<file path="src/rtl/gs_pkg.sv">
// Shared types and helpers for the Goldschmidt inverse-square-root iterator.
package gs_pkg;

    typedef enum logic [2:0] {
        ST_IDLE,
        ST_X0,
        ST_YY,
        ST_B,
        ST_YN,
        ST_XU,
        ST_YU,
        ST_DONE
    } gs_state_e;

    localparam int ITERS_MIN = 1;
    localparam int ITERS_MAX = 4;
    localparam int IW_MIN    = 3;

    // 3.0 expressed with qw fractional bits.
    function automatic logic [31:0] fx_three(input int qw);
        return 32'(3) << qw;
    endfunction

    function automatic bit iters_ok(input int iters);
        return (iters >= ITERS_MIN) && (iters <= ITERS_MAX);
    endfunction

endpackage

</file>
<file path="src/rtl/gs_fx_mul.sv">
// Signed fixed-point multiply: full product, floor shift by QW, saturate to W bits.
module gs_fx_mul #(
    parameter int IW = 4,
    parameter int QW = 12
) (
    input  logic [IW+QW-1:0] a,
    input  logic [IW+QW-1:0] b,
    output logic [IW+QW-1:0] p,
    output logic             ovf
);

    localparam int unsigned W = IW + QW;

    logic signed [2*W-1:0] prod_c;
    logic signed [2*W-1:0] shr_c;

    always_comb begin
        prod_c = $signed({{W{a[W-1]}}, a}) * $signed({{W{b[W-1]}}, b});
        shr_c  = prod_c >>> QW;
        // Result fits only if the bits above the W-bit sign all match it.
        ovf    = (shr_c[2*W-1:W-1] != {(W+1){shr_c[2*W-1]}});
        if (ovf) begin
            p = shr_c[2*W-1] ? {1'b1, {(W-1){1'b0}}} : {1'b0, {(W-1){1'b1}}};
        end else begin
            p = shr_c[W-1:0];
        end
    end

endmodule

</file>
<file path="src/rtl/gs_rsqrt_iter.sv">
// Iterative Goldschmidt 1/sqrt(S) and sqrt(S) with a single shared saturating multiplier.
module gs_rsqrt_iter
    import gs_pkg::*;
#(
    parameter int IW    = 4,
    parameter int QW    = 12,
    parameter int ITERS = 2
) (
    input  logic             clk,
    input  logic             resetn,
    input  logic             in_valid,
    output logic             in_ready,
    input  logic [IW+QW-1:0] s,
    input  logic [IW+QW-1:0] y0,
    output logic             out_valid,
    input  logic             out_ready,
    output logic [IW+QW-1:0] rsqrt,
    output logic [IW+QW-1:0] sqrt,
    output logic             err,
    output logic             sat
);

    localparam int unsigned W = IW + QW;

    if (!iters_ok(ITERS) || (IW < IW_MIN)) begin : g_param_err
        $error("gs_rsqrt_iter: ITERS must be in 1..4 and IW must be at least 3");
    end

    gs_state_e    state_q;
    logic [W-1:0] b_q, x_q, y_q, yb_q, t_q;
    logic [2:0]   cnt_q;
    logic [W-1:0] rsqrt_q, sqrt_q;
    logic         err_q, sat_q, out_valid_q, in_ready_q;

    logic [W-1:0] mul_a_c, mul_b_c, mul_p_c;
    logic         mul_ovf_c;
    logic [W:0]   three_c, diff_c;
    logic [W-1:0] ysat_c, yn_d;
    logic         yn_ovf_c;

    // Operand steering for the shared multiplier.
    always_comb begin
        mul_a_c = '0;
        mul_b_c = '0;
        case (state_q)
            ST_X0:   begin mul_a_c = b_q;  mul_b_c = y_q;  end
            ST_YY:   begin mul_a_c = yb_q; mul_b_c = yb_q; end
            ST_B:    begin mul_a_c = b_q;  mul_b_c = t_q;  end
            ST_XU:   begin mul_a_c = x_q;  mul_b_c = yb_q; end
            ST_YU:   begin mul_a_c = y_q;  mul_b_c = yb_q; end
            default: begin mul_a_c = '0;   mul_b_c = '0;   end
        endcase
    end

    gs_fx_mul #(
        .IW(IW),
        .QW(QW)
    ) u_mul (
        .a  (mul_a_c),
        .b  (mul_b_c),
        .p  (mul_p_c),
        .ovf(mul_ovf_c)
    );

    // Y = (3.0 - b) >>> 1, subtraction one bit wider then saturated back to W.
    always_comb begin
        three_c  = (W+1)'(fx_three(QW));
        diff_c   = three_c - {b_q[W-1], b_q};
        yn_ovf_c = diff_c[W] ^ diff_c[W-1];
        if (yn_ovf_c) begin
            ysat_c = diff_c[W] ? {1'b1, {(W-1){1'b0}}} : {1'b0, {(W-1){1'b1}}};
        end else begin
            ysat_c = diff_c[W-1:0];
        end
        yn_d = {ysat_c[W-1], ysat_c[W-1:1]};
    end

    always_ff @(posedge clk) begin
        if (!resetn) begin
            state_q     <= ST_IDLE;
            b_q         <= '0;
            x_q         <= '0;
            y_q         <= '0;
            yb_q        <= '0;
            t_q         <= '0;
            cnt_q       <= '0;
            rsqrt_q     <= '0;
            sqrt_q      <= '0;
            err_q       <= 1'b0;
            sat_q       <= 1'b0;
            out_valid_q <= 1'b0;
            in_ready_q  <= 1'b1;
        end else begin
            case (state_q)
                ST_IDLE: begin
                    if (in_valid && in_ready_q) begin
                        b_q        <= s;
                        y_q        <= y0;
                        yb_q       <= y0;
                        sat_q      <= 1'b0;
                        err_q      <= 1'b0;
                        cnt_q      <= 3'(ITERS);
                        in_ready_q <= 1'b0;
                        state_q    <= ST_X0;
                    end
                end
                ST_X0: begin
                    // Non-positive radicand short-circuits to an error result.
                    if (b_q[W-1] || (b_q == '0)) begin
                        err_q       <= 1'b1;
                        rsqrt_q     <= '0;
                        sqrt_q      <= '0;
                        out_valid_q <= 1'b1;
                        state_q     <= ST_DONE;
                    end else begin
                        x_q     <= mul_p_c;
                        sat_q   <= sat_q | mul_ovf_c;
                        state_q <= ST_YY;
                    end
                end
                ST_YY: begin
                    t_q     <= mul_p_c;
                    sat_q   <= sat_q | mul_ovf_c;
                    state_q <= ST_B;
                end
                ST_B: begin
                    b_q     <= mul_p_c;
                    sat_q   <= sat_q | mul_ovf_c;
                    state_q <= ST_YN;
                end
                ST_YN: begin
                    yb_q    <= yn_d;
                    sat_q   <= sat_q | yn_ovf_c;
                    state_q <= ST_XU;
                end
                ST_XU: begin
                    x_q     <= mul_p_c;
                    sat_q   <= sat_q | mul_ovf_c;
                    state_q <= ST_YU;
                end
                ST_YU: begin
                    y_q   <= mul_p_c;
                    sat_q <= sat_q | mul_ovf_c;
                    cnt_q <= cnt_q - 3'd1;
                    if (cnt_q == 3'd1) begin
                        rsqrt_q     <= mul_p_c;
                        sqrt_q      <= x_q;
                        out_valid_q <= 1'b1;
                        state_q     <= ST_DONE;
                    end else begin
                        state_q <= ST_YY;
                    end
                end
                ST_DONE: begin
                    if (out_ready) begin
                        out_valid_q <= 1'b0;
                        in_ready_q  <= 1'b1;
                        state_q     <= ST_IDLE;
                    end
                end
                default: begin
                    state_q <= ST_IDLE;
                end
            endcase
        end
    end

    assign in_ready  = in_ready_q;
    assign out_valid = out_valid_q;
    assign rsqrt     = rsqrt_q;
    assign sqrt      = sqrt_q;
    assign err       = err_q;
    assign sat       = sat_q;

endmodule

</file>
<file path="config.mk">
export PLATFORM = sky130hd
export DESIGN_NAME = gs_rsqrt_iter
export DESIGN_NICKNAME = d
export VERILOG_FILES = /design/src/rtl/gs_pkg.sv /design/src/rtl/gs_fx_mul.sv /design/src/rtl/gs_rsqrt_iter.sv
export SDC_FILE = /design/constraint.sdc
export NUM_CORES = 1
export LEC_CHECK = 0
export BUFFER_PORTS_ARGS = -buffer_cell sky130_fd_sc_hd__buf_2
export CAP_MARGIN = 5
export CELL_PAD_IN_SITES_DETAIL_PLACEMENT = 0
export CELL_PAD_IN_SITES_GLOBAL_PLACEMENT = 1
export CORE_MARGIN = 2
export CORE_UTILIZATION = 40
export CTS_BUF_LIST = sky130_fd_sc_hd__clkbuf_8
export DETAILED_ROUTE_END_ITERATION = 10
export GPL_TIMING_DRIVEN = 1
export PLACE_DENSITY = 0.69
export SLEW_MARGIN = 20
export SYNTH_ARGS = -nofsm -noshare
export SYNTH_HDL_FRONTEND = slang
export SYNTH_SLANG_ARGS = --single-unit
</file>
<file path="constraint.sdc">
create_clock -name clk -period 15.4 [get_ports clk]
set_input_delay 2.31 -clock clk [delete_from_list [all_inputs] [get_ports clk]]
set_output_delay 2.31 -clock clk [all_outputs]
set_load 0.1 [all_outputs]
</file>
## After elaboration in Yosys (flattened, before gate mapping)

Cells that the tools add are included.

- Memory bits (read-only): 0
- Bits of input ports: 36
- Memories: 0
- RAM bits: 0
- Latch bits: 0
- Output and inout bits: 36
- Bits in registers: 122

- Multiplexer cells: 35
- Divide/modulo/power cells: 0
- Add/sub/neg operators: 2
- Equal/unequal tests: 14
- Bitwise operators: 3
- Reductions and logical operators: 26
- $lt $le $gt $ge: 0
- Shift operators: 0
- $mul: 1

Operator list:

| cell | number |
|---|---|
| case mux 16 bit (2 select lines) | 6 |
| two-way mux 16 bit | 10 |
| case mux 16 bit (4 select lines) | 1 |
| case mux 16 bit (3 select lines) | 1 |
| multiplier 16 x 16 -> 32 bit | 1 |
| case mux 3 bit (8 select lines) | 1 |
| subtractor 15 x 16 -> 17 bit, first input constant | 1 |
| logical NOT 16 bit | 1 |
| two-way mux 3 bit | 5 |
| nonzero test 2 bit | 7 |
| equality test 3 bit, second input constant | 4 |
| AND reduction 3 bit | 4 |
| != test 2 bit, second input constant | 5 |
| AND reduction 2 bit | 5 |
| equality test 3 x 1 -> 1 bit, second input constant | 2 |
| equality test 3 x 2 -> 1 bit, second input constant | 2 |
| two-way mux 1 bit | 6 |
| case mux 3 bit (2 select lines) | 1 |
| != test 4 bit | 1 |
| case mux 1 bit (2 select lines) | 2 |
| case mux 1 bit (4 select lines) | 1 |
| AND reduction 4 bit | 1 |
| nonzero test 4 bit | 1 |
| OR reduction 4 bit | 1 |
| 10 further kinds | 11 |

## Logic depth before layout (Yosys ltp)

Gate-level depths: netlist (run 1).

- Depth in word-level cells: 8
- Mapped depth: 34
- Depth with buffers taken out: 28

## Modules after synthesis

From an unflattened synthesis (run 1), not the netlist that was laid out.

- Cells, all modules: 1844
- Area, all modules: 15917.8 µm²

By module, submodules not included:

| module | instances | cells an instance | area an instance (µm²) |
|---|---|---|---|
| gs_fx_mul | 1 | 1110 | 9924.5 |
| gs_rsqrt_iter | 1 | 734 | 5993.2 |

## Least setup slack after synthesis (run 1)

Ideal clock, no wire load.

- Path type: register to register
- Start: reg state_q[1]
- End: reg b_q[11]
- Setup time: 0.134 ns
- Path slack: 7.160 ns
- Arrival: 8.107 ns
- Cell stages (with the launch flop): 31
- Cell sequence: dfxtp_1 buf_2 buf_1 buf_1 mux2i_1 o22ai_1 a22o_1 clkbuf_1 nand2_1 fa_1 inv_1 fa_1 fa_1 fa_1 fa_1 inv_1 fa_1 inv_1 ha_1 clkbuf_1 a21oi_1 o21ai_0 a211o_1 a31oi_1 o31ai_4 a21oi_2 xor2_2 buf_2 a21boi_0 nor2_1 o22ai_1

- Longest elaborated chain between the ends: 7
- Elaborated cells between the ends (all ways): 18
- Those cells by class: 1 x mul; 7 x eq/ne; 5 x mux; 5 x reduce/logical

RTL lines:

| what | RTL line | RTL |
|---|---|---|
| start, declared | gs_rsqrt_iter.sv:29 | `gs_state_e state_q;` |
| start signal, assigned | gs_rsqrt_iter.sv:80 | `state_q <= ST_IDLE;` |
| start signal, assigned | gs_rsqrt_iter.sv:104 | `state_q <= ST_X0;` |
| start signal, assigned | gs_rsqrt_iter.sv:114 | `state_q <= ST_DONE;` |
| equality test 3 bit, or another cell as far along | gs_rsqrt_iter.sv:45 | `case (state_q)` |
| OR reduction 3 bit (no line) or OR reduction 2 bit (tied branches) | n/a |  |
| case mux 16 bit (3 select lines) or case mux 16 bit (4 select lines) (tied branches) | gs_rsqrt_iter.sv:45 |  |
| multiplier 16 x 16 -> 32 bit | gs_fx_mul.sv:18 | `prod_c = $signed({{W{a[W-1]}}, a}) * $signed({{W{b[W-1]}}, b});` |
| != test 4 bit or two-way mux 16 bit (tied branches) | gs_fx_mul.sv:21, gs_fx_mul.sv:23 |  |
| two-way mux 16 bit | gs_fx_mul.sv:22 | `if (ovf) begin` |
| case mux 16 bit (2 select lines) | gs_rsqrt_iter.sv:94 | `case (state_q)` |
| end signal, assigned | gs_rsqrt_iter.sv:97 | `b_q <= s;` |
| end signal, assigned | gs_rsqrt_iter.sv:127 | `b_q <= mul_p_c;` |
| end, declared | gs_rsqrt_iter.sv:30 | `logic [W-1:0] b_q, x_q, y_q, yb_q, t_q;` |

Parallel ways exist; a longest one is shown, timed or not.
A chain may end at the register's enable or synchronous reset.

## Worst setup path after layout (run 1)

- Start: reg state_q[1]
- End: reg y_q[2]

- Longest elaborated chain between the ends: 7
- Elaborated cells between the ends (all ways): 18
- Those cells by class: 1 x mul; 7 x eq/ne; 5 x mux; 5 x reduce/logical

RTL lines:

| what | RTL line | RTL |
|---|---|---|
| equality test 3 bit, or another cell as far along | gs_rsqrt_iter.sv:45, gs_rsqrt_iter.sv:94 |  |
| OR reduction 3 bit (no line) or OR reduction 2 bit (tied branches) | n/a |  |
| case mux 16 bit (3 select lines) or case mux 16 bit (4 select lines) (tied branches) | gs_rsqrt_iter.sv:45 |  |
| multiplier 16 x 16 -> 32 bit | gs_fx_mul.sv:18 |  |
| != test 4 bit or two-way mux 16 bit (tied branches) | gs_fx_mul.sv:21, gs_fx_mul.sv:23 |  |
| two-way mux 16 bit | gs_fx_mul.sv:22 |  |
| case mux 16 bit (2 select lines) | gs_rsqrt_iter.sv:94 |  |
| end signal, assigned | gs_rsqrt_iter.sv:98 | `y_q <= y0;` |
| end signal, assigned | gs_rsqrt_iter.sv:142 | `y_q <= mul_p_c;` |
| end, declared | gs_rsqrt_iter.sv:30 |  |

Parallel ways exist; a longest one is shown, timed or not.

==> results of run 1 <==
-- flip-flops by register name, indices dropped and copies added, names as in the netlist --
| signal | flops |
|---|---|
| err | 1 |
| rsqrt | 16 |
| yb_q | 16 |
| sat | 1 |
| out_valid | 1 |
| x_q | 16 |
| sqrt | 16 |
| b_q | 16 |
| cnt_q | 3 |
| state_q | 3 |
| t_q | 16 |
| y_q | 16 |
| in_ready | 1 |
-- cells by family (layout without fill, tap and decap cells) --
kind of cell | Yosys count | after routing | share of synthesized area, %
xor+xnor | 48 | 48 | 2.74
compound gates | 344 | 344 | 14.0
simple gates | 676 | 676 | 18.9
other cells | 0 | 1 | 0
mux | 17 | 17 | 1.04
fa+ha+maj | 345 | 345 | 38.5
flops | 122 | 122 | 15.0
buf+inv | 421 | 436 | 9.89
-- stage by stage --
stage                     hold WS [ps]  cells  total power [W]
after floorplan                    432   1973          0.00142
after global routing               491   2513          0.00239
final                              465   2514          0.00226
after CTS                          469   2513          0.00223
after global placement             441   2481          0.00192
after detailed placement           457   2481          0.00192
-- worst max-delay path by stage --
stage / to / cells past startpoint
6_report: y_q[2]$_SDFFE_PN0P_ / 29
5_1_grt: y_q[2]$_SDFFE_PN0P_ / 27
4_1_cts: y_q[2]$_SDFFE_PN0P_ / 29
3_5_place_dp: y_q[2]$_SDFFE_PN0P_ / 29
3_3_place_gp: y_q[2]$_SDFFE_PN0P_ / 29
2_1_floorplan: b_q[11]$_SDFFE_PN0P_ / 30
-- cell usage after synthesis, types with 13 or more instances --
master	number	share of area, %
dfxtp_1	122	15
nor3_1	22	0.67
a31oi_1	19	0.73
o22ai_1	17	0.65
ha_1	84	6.4
nand2b_1	17	0.65
and4_1	17	0.91
nand2_1	267	6.1
a21oi_1	95	2.9
a22oi_1	18	0.83
o21ai_1	13	0.40
fa_1	261	32
a221o_1	17	1.0
mux2i_1	17	1.0
clkbuf_1	101	2.3
nand4_1	24	0.92
xnor2_1	34	1.8
nor2_1	196	4.5
o21ai_0	53	1.6
inv_1	303	7.0
nand3_1	56	1.7
-- final cells by class --
type,count,area (um^2),share of cell area [%]
well taps,525,657,3.76
clock inverters,15,160,0.917
inverters,304,1140,6.53
diodes,1,2.50,0.0143
repair buffers,100,573,3.28
multi-input cells,1430,12300,70.2
flip-flops and latches,122,2440,14.0
clock buffers,17,234,1.34
-- power breakdown --
group	total, W	switching (W)	internal, W	leakage, nW
Clock	0.000300	0.000153	0.000147	0.204
Sequential	0.000527	0.000129	0.000398	0.994
Combinational	0.00143	0.00101	0.000423	6.72
Total	0.00226	0.00129	0.000968	7.91
-- worst max-delay path, delay by kind of cell (launching register included) --
kind | cells | cell delay (ps)
adders and majority gates | 7 | 3520
and+or+nand+nor | 6 | 1860
AOI/OAI and AO/OA | 8 | 1950
buffers and inverters | 7 | 1550
DFF | 1 | 320
xor gates and xnor gates | 1 | 150
-- layer usage --
layer / up-vias / track usage [%]
met1: 6948 / 41.4
met4: 0 / 9.92
met5: - / 0
met2: 614 / 41.5
met3: 110 / 6.39
li1: 6418 / -
==> impl_metrics.yaml, run 1 <==
status:
  status: "completed"
min_path:
  hold_start: "err$_SDFFE_PN0P_"
  hold-path-endpoint: "err$_SDFFE_PN0P_"
  hp-class: "register to register"
  whs_path_depth: 2
critical_path:
  rr_endpoint: "y_q[2]$_SDFFE_PN0P_"
  reg2reg_from: "state_q[1]$_SDFFE_PN0P_"
  end_kind: "register"
  crit_required_ps: 15690
  crit_top_cell: "fa_1"
  r2r_slack_ps: 5810
  arrival_ps: 9880
  worst_path_max_delay_cell: "fa_1"
  critPathMaxStageDelay_ps: 560
  crit_start: "state_q[1]$_SDFFE_PN0P_"
  start_kind: "register"
  critPathMaxFanout: 52
  r2r_cells: 29
  critical_path_class: "register to register"
clock_tree:
  cts.sinks: 122
  cts_setup_buffers: 0
  cts_resized: 0
  cts_tree: "built"
  h-tree-depth: 4
  cts_buffers: 17
  clk_pin_slew_ps: 90
  clk_latency_ps: 460
  cts_root_buf: "clkbuf_8"
  holdBufCountCts: 0
  cts_buffer_depth: 2
timing:
  period_needed_ps: 9590
  fmax_mhz: 104
  finalClockSkew_ps: 19.7
  worst_slew_pin_slew_ps: 1250
  final.period_utilization_pct: 62.2
  fin_tns_setup_ps: 0
  final_max_slew_viol_count: 0
  fin_ws_ps: 5810
  setup_viol: 0
  rsz0062_at_grt: "false"
  relSlewSlack_pct: 15.9
  hold_violations: 0
logic_synthesis:
  ys_ff_latch: 122
  avgSynthCellArea_um2: 8.27
  yosysUniqueCellTypes: 78
  netlist_instances: 1973
  synth_enable_flop_cells: 0
  synthesis.area_um2: 16300
  seq_area_frac_synth_pct: 15.0
  ys_warn_count: 0
  synth_flop_cell: "dfxtp_1"
  synth_nets: 2354
  ys_async_sr_fraction_pct: 0
routing:
  top_layer: "met4"
  via_per_inst: 5.60
  num_vias: 14090
  wl_met1_um: 25900
  dr_wl_met2_um: 24500
  routedWlPerCell_um: 23.0
  drc_errors: 0
  first_iter_violations: 1470
  ant_nets: 0
  drt_first_pass_iters: 8
  routed_wl_um: 57700
  dr_wl_met3_um: 5180
pwr:
  p_per_area_nw_per_um2: 129
  vdd_drop_max_mv: 0.0750
  p_leak_nw: 7.91
layout:
  fin_area_um2: 17500
  final_common_cell: "inv_1"
  final_util_pct: 43.7
  nets: 2356
  drive_gt1_share_pct: 8.20
  area_delta_synth_final_pct: 7.08
  layout_common_cells: "inv_1, nand2_1, fa_1"
  num-fill-cells: 4085
die:
  fp.coreArea_um2: 40000
  die_area_um2: 42400
  io_pins: 72
  row_count: 73
  die_h_um: 206
  die_width_um: 206
  start_util_pct: 40.8
global_routing:
  antenna_found_initial: 2
  grt_pass1_vias: 14518
  grt_start_max_net_pins: 70
  track_usage_pct: 28.5
  grt_pass1_wl_um: 90000
  grt_overflow: 0
place:
  hpwl_um: 46400
  place_worst_setup_slack_ps: 5940
  gp_congestion: 0.956
  postPlaceCellArea_um2: 17100
  io_buffers: 71
job:
  cap_violations: 0
Note: power is estimated with default switching activity, not from simulation.
==> run 2: changes to the inputs <==
==> constraint.sdc (replaced) <==
create_clock -name clk -period 9.35 [get_ports clk]
set_input_delay 1.4025 -clock clk [delete_from_list [all_inputs] [get_ports clk]]
set_output_delay 1.4025 -clock clk [all_outputs]
set_load 0.1 [all_outputs]
==> impl_metrics.yaml, run 2 (synthesis results as in run 1) <==
min_path:
  hold_start: "err$_SDFFE_PN0P_"
  hp-class: "register to register"
layout:
  area_delta_synth_final_pct: 8.47
  multi_input_area_um2: 12300
  layout_common_cells: "inv_1, nand2_1, fa_1"
  final_common_cell: "inv_1"
  drive_gt1_share_pct: 9.48
  antennaDiodeCount: 0
  nets: 2382
  regArea_um2: 2440
  fin_area_um2: 17700
  final_util_pct: 44.2
  fin_cells: 2539
  num-fill-cells: 4134
job:
  cap_violations: 0
clock_tree:
  h-tree-depth: 4
  cts_tree: "built"
  cts_buffers: 17
  cts_root_buf: "clkbuf_8"
  cts_buffer_depth: 2
  clk_pin_slew_ps: 90
  clk_latency_ps: 460
  holdBufCountCts: 0
  cts.sinks: 122
  cts_setup_buffers: 0
timing:
  period_needed_ps: 9040
  finalClockSkew_ps: 21.3
  rsz0062_at_grt: "false"
  whs_ps: 457
  final.period_utilization_pct: 96.7
  worst_slew_pin_slew_ps: 1140
  relSlewSlack_pct: 23.6
  hold_violations: 0
  fmax_mhz: 111
  final_max_slew_viol_count: 0
  fin_tns_setup_ps: 0
  setup_viol: 0
pwr:
  pwr-share-seq_pct: 23.1
  power_frac_clock_pct: 13.7
  switching_power_w: 0.00216
  p_per_area_nw_per_um2: 217
  internal_power_w: 0.00167
  switching_share_pct: 56.4
  p_leak_nw: 8.05
  vdd_drop_max_mv: 0.135
  p_comb_share_pct: 63.2
global_routing:
  globalRouteMet3Util_pct: 6.64
  grt_start_max_net_pins: 51
  gr-usage-met2_pct: 45.1
  grt_pass1_vias: 14825
  grt_pass1_wl_um: 92000
  track_usage_pct: 29.2
  grt_overflow: 0
  top_usage_layer: "met2"
  antenna_found_initial: 0
  grt_use_met1_pct: 41.0
critical_path:
  crit_start: "state_q[1]$_SDFFE_PN0P_"
  r2r_slack_ps: 310
  critical_path_class: "register to register"
  critPathMaxFanout: 30
  crit_required_ps: 9680
  start_kind: "register"
  end_kind: "register"
  arrival_ps: 9380
  reg2reg_from: "state_q[1]$_SDFFE_PN0P_"
routing:
  drc_errors: 0
  num_vias: 14315
  drt_first_pass_iters: 5
  via_per_inst: 5.64
  first_iter_violations: 1296
  ant_nets: 0
  routed_wl_um: 59300
  routedWlPerCell_um: 23.4
die:
  die_area_um2: 42400
  io_pins: 72
  start_util_pct: 40.8
  fp.coreArea_um2: 40000
  die_h_um: 206
  die_width_um: 206
  row_count: 73
place:
  io_buffers: 71
  place_inst: 2507
  gp_congestion: 0.979
  postPlaceCellArea_um2: 17300
  hpwl_um: 48300
status:
  status: "completed"
run 2: layout make-up:
class                   count  area share, %
inverters                 304           6.45
repair buffers            126           4.34
clock inverters            15           1.05
well taps                 525           3.71
multi-input cells        1430           69.3
flip-flops and latches    122           13.8
clock buffers              17           1.32
run 2: critical path, cell delays in order, from the launching register on:
cell and delay (ps):
dfxtp_2 500, nor2b_1 350, and2_0 200, buf_4 350
nand2_1 140, and4_1 400, or2_2 380, fa_1 500
fa_1 470, fa_1 540, inv_1 40, ha_1 280
fa_1 500, inv_1 60, fa_1 480, inv_1 40
ha_1 330, nand2_1 80, o21a_1 200, and2_1 140
o21ai_0 720, nand2_1 230, o21ai_0 390, xor2_1 920
nand2_1 200, a2111oi_1 440
run 2: metal layers:
metal,part of all wire [%],wire (um),vias to the layer above
li1,-,-,6451
met1,44,26200,7119
met2,44,26000,639
met3,8.8,5230,106
met4,3.2,1900,0
met5,0,0,-
run 2: what timing repair did:
action                                  CTS  global route
endpoints found under the hold margin     0             0
gates resized for setup                   0             2
endpoints found under the setup margin    0            33
run 2: worst paths after layout:
path | cells after the start | endpoint
setup / recovery | 25 | x_q[4]$_SDFFE_PN0P_
hold / removal | 2 | err$_SDFFE_PN0P_
setup reg to reg | 25 | x_q[4]$_SDFFE_PN0P_
hold reg to reg | 2 | err$_SDFFE_PN0P_
run 2: stage by stage:
| stage | setup slack [ps] | power [W] |
|---|---|---|
| floorplan | 1110 | 0.00234 |
| global placement | 492 | 0.00324 |
| detailed placement | 424 | 0.00324 |
| CTS | 340 | 0.00378 |
| global route | 2.72 | 0.00406 |
| finish | 305 | 0.00383 |
run 2: power by group through the flow:
stage | clock network (W) | registers [W] | logic, W
after floorplan | 0 | 0.000790 | 0.00155
after global placement | 0 | 0.000882 | 0.00235
after detailed placement | 0 | 0.000878 | 0.00236
after CTS | 0.000532 | 0.000866 | 0.00238
after global routing | 0.000552 | 0.000890 | 0.00261
final | 0.000526 | 0.000887 | 0.00242
==> run 3: changes to the inputs <==
--- a/config.mk
+++ b/config.mk
@@ -5,6 +5,7 @@
 export SDC_FILE = /design/constraint.sdc
 export NUM_CORES = 1
 export LEC_CHECK = 0
+export ABC_AREA = 1
 export BUFFER_PORTS_ARGS = -buffer_cell sky130_fd_sc_hd__buf_2
 export CAP_MARGIN = 5
 export CELL_PAD_IN_SITES_DETAIL_PLACEMENT = 0
@@ -14,7 +15,7 @@
 export CTS_BUF_LIST = sky130_fd_sc_hd__clkbuf_8
 export DETAILED_ROUTE_END_ITERATION = 10
 export GPL_TIMING_DRIVEN = 1
-export PLACE_DENSITY = 0.69
+export PLACE_DENSITY = 0.7
 export SLEW_MARGIN = 20
 export SYNTH_ARGS = -nofsm -noshare
 export SYNTH_HDL_FRONTEND = slang
==> impl_metrics.yaml, run 3 <==
status:
  status: "completed"
critical_path:
  arrival_ps: 9260
  reg2reg_from: "state_q[1]$_SDFFE_PN0P_"
  critPathMaxFanout: 16
  end_kind: "register"
  rr_endpoint: "rsqrt[6]$_SDFFE_PN0P_"
  crit_required_ps: 9660
  crit_start: "state_q[1]$_SDFFE_PN0P_"
  r2r_slack_ps: 400
  crit_top_cell: "nand2_1"
  r2r_cells: 36
  critical_path_class: "register to register"
  critPathMaxStageDelay_ps: 730
  worst_path_max_delay_cell: "a221oi_1"
  start_kind: "register"
clock_tree:
  h-tree-depth: 4
  cts_buffer_depth: 2
  cts_buffers: 17
  clk_latency_ps: 460
  cts_resized: 0
  holdBufCountCts: 0
  cts.sinks: 122
  cts_setup_buffers: 0
  clk_pin_slew_ps: 80
  cts_root_buf: "clkbuf_8"
  cts_tree: "built"
routing:
  routed_wl_um: 52600
  routedWlPerCell_um: 19.3
  drc_errors: 0
  ant_nets: 0
  drt_first_pass_iters: 5
  first_iter_violations: 901
  num_vias: 13875
  via_per_inst: 5.09
global_routing:
  antenna_found_initial: 0
  grt_overflow: 0
  grt_pass1_vias: 14658
  grt_pass1_wl_um: 83500
  track_usage_pct: 26.4
  grt_start_max_net_pins: 49
logic_synthesis:
  ys_async_sr_fraction_pct: 0
  synthDominantCellAreaShare_pct: 32.6
  avgSynthCellArea_um2: 7.58
  yosys.area.top_type: "fa_1"
  synth.most_common_cell: "inv_1"
  seq_area_frac_synth_pct: 15.2
  ys_top_cells_by_area: "fa_1, dfxtp_1, inv_1"
  synth_nets: 2498
  netlist_instances: 2117
  ys_ff_latch: 122
  ys_warn_count: 0
  synth_enable_flop_cells: 0
  yosysUniqueCellTypes: 42
  synthesis.area_um2: 16000
  synth_common_cells: "inv_1, nand2_1, fa_1"
  synth_flop_cell: "dfxtp_1"
die:
  fp.coreArea_um2: 39600
  die_width_um: 204
  row_count: 73
  die_h_um: 204
  start_util_pct: 40.5
  io_pins: 72
  die_area_um2: 41700
place:
  place_inst: 2694
  gp_congestion: 0.915
  io_buffers: 71
  hpwl_um: 43400
timing:
  fin_tns_setup_ps: 0
  finalClockSkew_ps: 15.9
  relSlewSlack_pct: 35.6
  final_max_slew_viol_count: 0
  rsz0062_at_grt: "false"
  hold_violations: 0
  final.period_utilization_pct: 95.8
  period_needed_ps: 8950
  fmax_mhz: 112
  setup_viol: 0
  worst_slew_pin_slew_ps: 966
layout:
  antennaDiodeCount: 0
  layout_common_cells: "inv_1, nand2_1, fa_1"
  nets: 2569
  final_common_cell: "inv_1"
  area_delta_synth_final_pct: 9.93
  num-fill-cells: 4151
  drive_gt1_share_pct: 9.36
  fin_cells: 2726
  final_util_pct: 44.5
job:
  cap_violations: 0
pwr:
  power_frac_clock_pct: 11.1
  internal_power_w: 0.00178
  p_per_area_nw_per_um2: 253
  p_leak_nw: 9.16
  vdd_drop_max_mv: 0.213
  p_comb_share_pct: 70.9
  switching_share_pct: 60.0
  pwr-share-seq_pct: 17.9
  switching_power_w: 0.00268
min_path:
  hold_start: "sqrt[13]$_SDFFE_PN0P_"
  hp-class: "register to register"
  hold-path-endpoint: "sqrt[13]$_SDFFE_PN0P_"
  whs_path_depth: 2
## run 3: changes by cell type in the layout (fill, tap and decap cells not counted), moves of 14 or more
cell | previous run | this run
a221o_1 | 17 | 0
inv_1 | 304 | 510
nand2_1 | 266 | 382
and4_1 | 17 | 0
nand4_1 | 24 | 7
o21ai_0 | 53 | 97
xnor2_1 | 34 | 8
a22oi_1 | 17 | 1
mux2i_1 | 17 | 0
o21bai_1 | 7 | 38
nand2b_1 | 17 | 0
nand2_2 | 1 | 15
## run 3: area by class of cell
type | instances | area, um^2 | area share [%]
multi-input combinational | 1401 | 11400 | 64.5
clock inverter | 11 | 119 | 0.674
clock buffer | 21 | 289 | 1.64
tap | 525 | 657 | 3.73
sequential | 122 | 2440 | 13.9
timing repair buffer | 128 | 796 | 4.51
inverter | 518 | 1950 | 11.1
## run 3: kinds of logic after synthesis
| kind of cell | Yosys count | synth area share [%] |
|---|---|---|
| compound gates | 323 | 12.2 |
| xor+xnor | 29 | 1.58 |
| buf+inv | 594 | 14.0 |
| fa+ha+maj | 345 | 39.1 |
| simple gates | 704 | 17.8 |
| flops | 122 | 15.2 |
## run 3: worst max-delay path by stage
stage,endpoint,cells after the start
2_1_floorplan,y_q[6]$_SDFFE_PN0P_,33
3_3_place_gp,rsqrt[6]$_SDFFE_PN0P_,36
3_5_place_dp,rsqrt[12]$_SDFFE_PN0P_,36
4_1_cts,rsqrt[12]$_SDFFE_PN0P_,36
5_1_grt,rsqrt[12]$_SDFFE_PN0P_,37
6_report,rsqrt[6]$_SDFFE_PN0P_,36
## run 3: worst max-delay path: cells and delay by family, from the launching register on
kind	cells	cell delay, ps
compound gates	2	800
buf+inv	7	930
simple gates	20	3220
flops	1	450
fa+ha+maj	7	3330
## run 3: power groups by stage
| stage | clock (W) | sequential (W) | combinational [W] |
|---|---|---|---|
| 2_1_floorplan | 0 | 0.000781 | 0.00197 |
| 3_3_place_gp | 0 | 0.000802 | 0.00309 |
| 3_5_place_dp | 0 | 0.000801 | 0.00311 |
| 4_1_cts | 0.000502 | 0.000791 | 0.00315 |
| 5_1_grt | 0.000523 | 0.000809 | 0.00344 |
| 6_report | 0.000496 | 0.000799 | 0.00316 |
## run 3: routing by layer
metal	track usage, %	wire length, um	up-vias
met4	10.1	2010	0
met1	34.7	22800	6779
met2	44.8	25300	435
met3	2.66	2470	82
met5	0	0	-
li1	-	-	6579
## run 3: metrics by stage
step	cell area, um^2	power [W]	setup WS (ps)	hold slack (ps)
after floorplan	16000	0.00275	1850	454
after global placement	17200	0.00389	473	450
after detailed placement	17200	0.00391	471	451
after CTS	17600	0.00444	425	465
after global routing	17600	0.00477	103	484
final	17600	0.00446	396	459
